<file path="src/rtl/ts_pkg.sv">
// ts_pkg: word codes, queue indices, FSM encoding and priority pick shared by the TS scheduler
package ts_pkg;

    localparam int TS_DATA_W = 134;

    localparam logic [1:0] CODE_HEAD = 2'b01;
    localparam logic [1:0] CODE_MID  = 2'b11;
    localparam logic [1:0] CODE_TAIL = 2'b10;

    localparam logic [1:0] Q0 = 2'd0;
    localparam logic [1:0] Q1 = 2'd1;
    localparam logic [1:0] Q2 = 2'd2;
    localparam logic [1:0] Q3 = 2'd3;

    typedef enum logic [1:0] {
        IDLE = 2'd0,
        READ = 2'd1,
        DONE = 2'd2
    } state_t;

    // strict priority: the lowest set eligibility bit wins
    function automatic logic [1:0] prio_sel(input logic [3:0] v);
        return v[0] ? Q0 : v[1] ? Q1 : v[2] ? Q2 : Q3;
    endfunction

endpackage

</file>
<file path="src/rtl/ts_out_pipe.sv">
// ts_out_pipe: two-stage output register whose second stage applies a per-packet drop gate
module ts_out_pipe
    import ts_pkg::*;
#(
    parameter int DATA_W = TS_DATA_W
) (
    input  logic              clk,
    input  logic              rst_n,
    input  logic [DATA_W-1:0] word,
    input  logic              wr,
    input  logic              sop,
    input  logic              discard,
    output logic [DATA_W-1:0] data,
    output logic              data_wr
);

    logic [DATA_W-1:0] s1_word;
    logic              s1_wr;
    logic              s1_sop;
    logic              drop;
    logic              kill;

    // the drop decision lands while the head word sits in stage 1, so it is taken
    // there and then held for the rest of the packet until the next head arrives
    assign kill = s1_sop ? discard : drop;

    // stage 1 captures the popped word, stage 2 forwards it unless the packet is dropped
    always_ff @(posedge clk or negedge rst_n) begin
        if (!rst_n) begin
            s1_word <= '0;
            s1_wr   <= 1'b0;
            s1_sop  <= 1'b0;
            drop    <= 1'b0;
            data    <= '0;
            data_wr <= 1'b0;
        end else begin
            s1_word <= word;
            s1_wr   <= wr;
            s1_sop  <= sop & wr;
            drop    <= kill;
            data    <= s1_word;
            data_wr <= s1_wr & ~kill;
        end
    end

endmodule

</file>
<file path="src/rtl/ts_queue_sched.sv">
// ts_queue_sched: strict-priority packet scheduler draining one of four queue FIFOs onto a single bus
module ts_queue_sched
    import ts_pkg::*;
#(
    parameter string PLATFORM  = "xilinx",
    parameter int    DATA_W    = TS_DATA_W,
    parameter int    MAX_WORDS = 128
) (
    input  logic              clk,
    input  logic              rst_n,
    input  logic [3:0]        in_ts_schedule_valid,
    input  logic [3:0]        in_ts_fifo_empty,
    input  logic [DATA_W-1:0] in_ts_q0_data,
    input  logic [DATA_W-1:0] in_ts_q1_data,
    input  logic [DATA_W-1:0] in_ts_q2_data,
    input  logic [DATA_W-1:0] in_ts_q3_data,
    output logic [3:0]        out_ts_q_rden,
    output logic              out_ts_q2_rden,
    input  logic              in_ts_bandwidth_discard,
    output logic [DATA_W-1:0] out_ts_data,
    output logic              out_ts_data_wr,
    output logic              out_ts_pkt_valid,
    output logic              out_ts_err
);

    state_t            state;
    logic [1:0]        sel;
    logic [7:0]        word_cnt;
    logic              q2_pend;
    logic [DATA_W-1:0] head_word;
    logic              pop;
    logic              sop;
    logic              is_tail;
    logic              wd_hit;

    // the vendor selector only matters for vendor primitives, and this block uses none
    if (PLATFORM == "") begin : g_platform_unset
    end

    assign head_word = sel == Q0 ? in_ts_q0_data :
                       sel == Q1 ? in_ts_q1_data :
                       sel == Q2 ? in_ts_q2_data : in_ts_q3_data;

    // pop straight from state so the show-ahead head word leaves the FIFO the cycle it is seen
    assign pop            = state == READ && !in_ts_fifo_empty[sel];
    assign out_ts_q_rden  = pop ? 4'b0001 << sel : 4'b0000;
    assign sop            = pop && word_cnt == 8'd0;
    assign out_ts_q2_rden = sop && sel == Q2;
    assign is_tail        = head_word[DATA_W-1 -: 2] == CODE_TAIL;
    assign wd_hit         = word_cnt == 8'(MAX_WORDS - 1);

    // judge in IDLE, drain the chosen queue in READ, report completion in DONE
    always_ff @(posedge clk or negedge rst_n) begin
        if (!rst_n) begin
            state            <= IDLE;
            sel              <= Q0;
            word_cnt         <= '0;
            q2_pend          <= 1'b0;
            out_ts_pkt_valid <= 1'b0;
            out_ts_err       <= 1'b0;
        end else begin
            q2_pend          <= out_ts_q2_rden;
            out_ts_pkt_valid <= pop && (is_tail || wd_hit);
            out_ts_err       <= pop && !is_tail && wd_hit;
            case (state)
                IDLE: if (|in_ts_schedule_valid) begin
                    sel   <= prio_sel(in_ts_schedule_valid);
                    state <= READ;
                end
                READ: if (pop) begin
                    word_cnt <= word_cnt + 8'd1;
                    if (is_tail || wd_hit) state <= DONE;
                end
                DONE: begin
                    word_cnt <= '0;
                    state    <= IDLE;
                end
                default: state <= IDLE;
            endcase
        end
    end

    ts_out_pipe #(
        .DATA_W(DATA_W)
    ) u_pipe (
        .clk     (clk),
        .rst_n   (rst_n),
        .word    (head_word),
        .wr      (pop),
        .sop     (sop),
        .discard (q2_pend & in_ts_bandwidth_discard),
        .data    (out_ts_data),
        .data_wr (out_ts_data_wr)
    );

endmodule

</file>
<file path="config.mk">
export PLATFORM = sky130hd
export DESIGN_NAME = ts_queue_sched
export DESIGN_NICKNAME = d
export VERILOG_FILES = /design/src/rtl/ts_pkg.sv /design/src/rtl/ts_out_pipe.sv /design/src/rtl/ts_queue_sched.sv
export SDC_FILE = /design/constraint.sdc
export NUM_CORES = 1
export LEC_CHECK = 0
export CORE_AREA = 2 2 266 268
export CTS_BUF_LIST = sky130_fd_sc_hd__clkbuf_8
export DETAILED_ROUTE_END_ITERATION = 7
export DIE_AREA = 0 0 268 270
export GPL_TIMING_DRIVEN = 0
export SLEW_MARGIN = 10
export SYNTH_ARGS = -nofsm -noshare
export SYNTH_HDL_FRONTEND = slang
export SYNTH_HIERARCHICAL = 1
export SYNTH_SLANG_ARGS = --single-unit
</file>
<file path="constraint.sdc">
create_clock -name clk -period 2.22 [get_ports clk]
set_input_delay 0.333 -clock clk [delete_from_list [all_inputs] [get_ports clk]]
set_output_delay 0.333 -clock clk [all_outputs]
set_load 0.005 [all_outputs]
</file>
==> results.toml <==
[cells_and_area]
final_nets = 1854
drive_gt1_frac = 0.223
finalNonFillerCells = 2291
fin_util = 0.294
synthToLayoutAreaGrowth_pct = 89.0
mostFrequentLayoutCell = "clkdlybuf4s50_1"
final_cell_mix = "clkdlybuf4s50_1 (682), dfrtp_1 (287), mux4_2 (135), clkbuf_8 (62), buf_4 (33)"

[global_routing]
grt_pass1_vias = 9753
track_usage = 0.127
grt_max_degree = 109
antenna_found_initial = 17
grt_pass1_wl_um = 65700
grt_overflow = 0

[sta]
fin_crit_ns = 2.21
relSlewSlack = 0.471
max_freq_mhz = 452
setup_viol = 0
hold-worst-slack_ns = 0.173
slew_violations = 0
rsz0062_at_grt = "yes"
finalCritPeriodShare = 0.998
setup_tns_ns = 0
fin_skew_ns = 0.0297
worst_pin_slew_ns = 0.794
hold_viol = 0

[setup_path]
cp.required_ns = 1.89
worstPathArrival_ns = 1.88
critPathKind = "flop to primary output"
crit_fanout = 5
end_kind = "primary output"
crit_path_start_kind = "flop"

[logic_synthesis]
ys_warn_count = 6
syn_nets = 1075
ys.flop_type = "dfrtp_1"
syn_avg_cell_area_um2 = 20.5
synthesis.area_um2 = 10800
ys_types = 35
netlist_instances = 526
synth_edf_count = 0
yosysSeqAreaShare = 0.664
async_flop_share = 1.00
synth_seq_cells = 287

[routing]
drtIter0Drc = 278
detail_route.vias_per_cell = 3.69
drc = 0
wl_per_cell_um = 20.6
wl_um = 47100
dr.pass1.iters = 5
ant_nets = 0
routed-via-count = 8453

[die]
die_h_um = 270
coreArea_um2 = 69500
start_util = 0.155
die-area_um2 = 72400
die_x_um = 268
io_pins = 689
rows = 97

[status]
status = "finished clean"

[clock_tree]
cts.sinks = 287
clock-root-buffer = "clkbuf_8"
path_clk_slew_ns = 0.06
cts_tree = "built"
clock_latency_ns = 0.63
cts-htree-levels = 2
clock_path_buffers = 3
cts_buffers = 53

[hold_path]
min_path_type = "input port to async pin"

[pwr]
power_mw = 23.4
peakVddDrop_v = 0.000557
total_leakage_power_nw = 8.04
powerDensity_nw_per_um2 = 1140

[placed_design]
place.port_buffers = 688
place_inst = 2157
gp_congestion = 0.901
dp.final_hpwl_um = 38100

[flow_run]
maxCapViolCount = 0
[metrics by stage]
| stage | setup WS (ns) | instance area, um^2 |
|---|---|---|
| 3_5_place_dp | -1.33 | 19000 |
| 4_1_cts | -0.142 | 20400 |
| 3_3_place_gp | -11.78 | 18900 |
| 6_report | 0.00519 | 20400 |
| 5_1_grt | -0.0791 | 20400 |
| 2_1_floorplan | 0.523 | 10800 |
[per-layer routing]
metal  global-route usage  routed length (um)  vias to the layer above
met5                    0                  80                        -
met4               0.0545                1820                       12
met1                0.144               16800                     4238
met2                0.219               23400                      496
met3               0.0413                4950                       94
li1                     -                   -                     3613
[state kept, by name (all words and copies together) (netlist names)]
signal and cells:
out_ts_err 1, word_cnt 8, u_pipe/s1_wr 1, u_pipe/data_wr 1
out_ts_pkt_valid 1, q2_pend 1, state 2, u_pipe/s1_sop 1
u_pipe/data 134, u_pipe/drop 1, sel 2, u_pipe/s1_word 134
[kinds of logic (layout without fill, tap and decap cells)]
logic type	after synthesis	after routing	share of synthesized area
DFF	287	287	0.664
muxes	138	138	0.285
and+or+nand+nor	46	46	0.0234
buffers and inverters	38	858	0.0162
AOI/OAI and AO/OA	14	14	0.00833
adders and majority gates	2	2	0.00231
xor gates and xnor gates	1	1	0.000810
other	0	5	0
[cell type report]
cell class,instances,area (um^2)
multi-input cells,201,3550
fillers,6973,49100
diodes,5,12.5
clock buffers,62,853
inverters,6,22.5
flip-flops and latches,287,7180
well taps,940,1180
plain buffers,31,205
clock inverters,34,214
repair buffers,725,7210
[cell usage after synthesis (all sizes together), types with 3 or more instances]
cell / n / area share
nand3: 9 / 0.0042
nand2b: 3 / 0.0017
buf: 24 / 0.011
nor3: 3 / 0.0014
dfrtp: 287 / 0.66
inv: 6 / 0.0021
nand2: 10 / 0.0035
mux4: 135 / 0.28
nor2: 3 / 0.0013
or3: 3 / 0.0017
clkbuf: 8 / 0.0028
a21oi: 5 / 0.0023
o21ai: 4 / 0.0019
[worst paths after layout]
path,from,end,slack [ns],depth (start not counted)
max in group asynchronous,rst_n,u_pipe/data[89]$_DFF_PN0_,0.97,4
setup reg to reg,word_cnt[0]$_DFFE_PN0P_,word_cnt[0]$_DFFE_PN0P_,0.02,16
min in group clk,u_pipe/s1_word[82]$_DFF_PN0_,u_pipe/data[82]$_DFF_PN0_,0.34,0
setup / recovery,sel[1]$_DFFE_PN0P_,out_ts_q2_rden,0.005,5
hold reg to reg,u_pipe/s1_word[82]$_DFF_PN0_,u_pipe/data[82]$_DFF_PN0_,0.34,0
hold / removal,rst_n,u_pipe/s1_word[31]$_DFF_PN0_,0.17,2
[where the power goes]
| part | leakage [nW] | internal [mW] | switching (mW) |
|---|---|---|---|
| Sequential | 3.37 | 7.81 | 0.959 |
| Combinational | 4.06 | 5.71 | 3.83 |
| Clock | 0.613 | 2.78 | 2.29 |
[critical path, cell delays in order (launching register included)]
cell	delay, ns
dfrtp_1	0.38
clkbuf_16	0.17
inv_1	0.05
or2_4	0.25
nor4_4	0.24
buf_2	0.17
[what timing repair did]
item	CTS	global route
gates resized for setup	47	9
hold buffers	1	0
hold endpoints to repair	220	0
buffers inserted	32	4
endpoints found under the setup margin	141	6
pin swaps	3	3
Power figures use the tool's default switching activity.
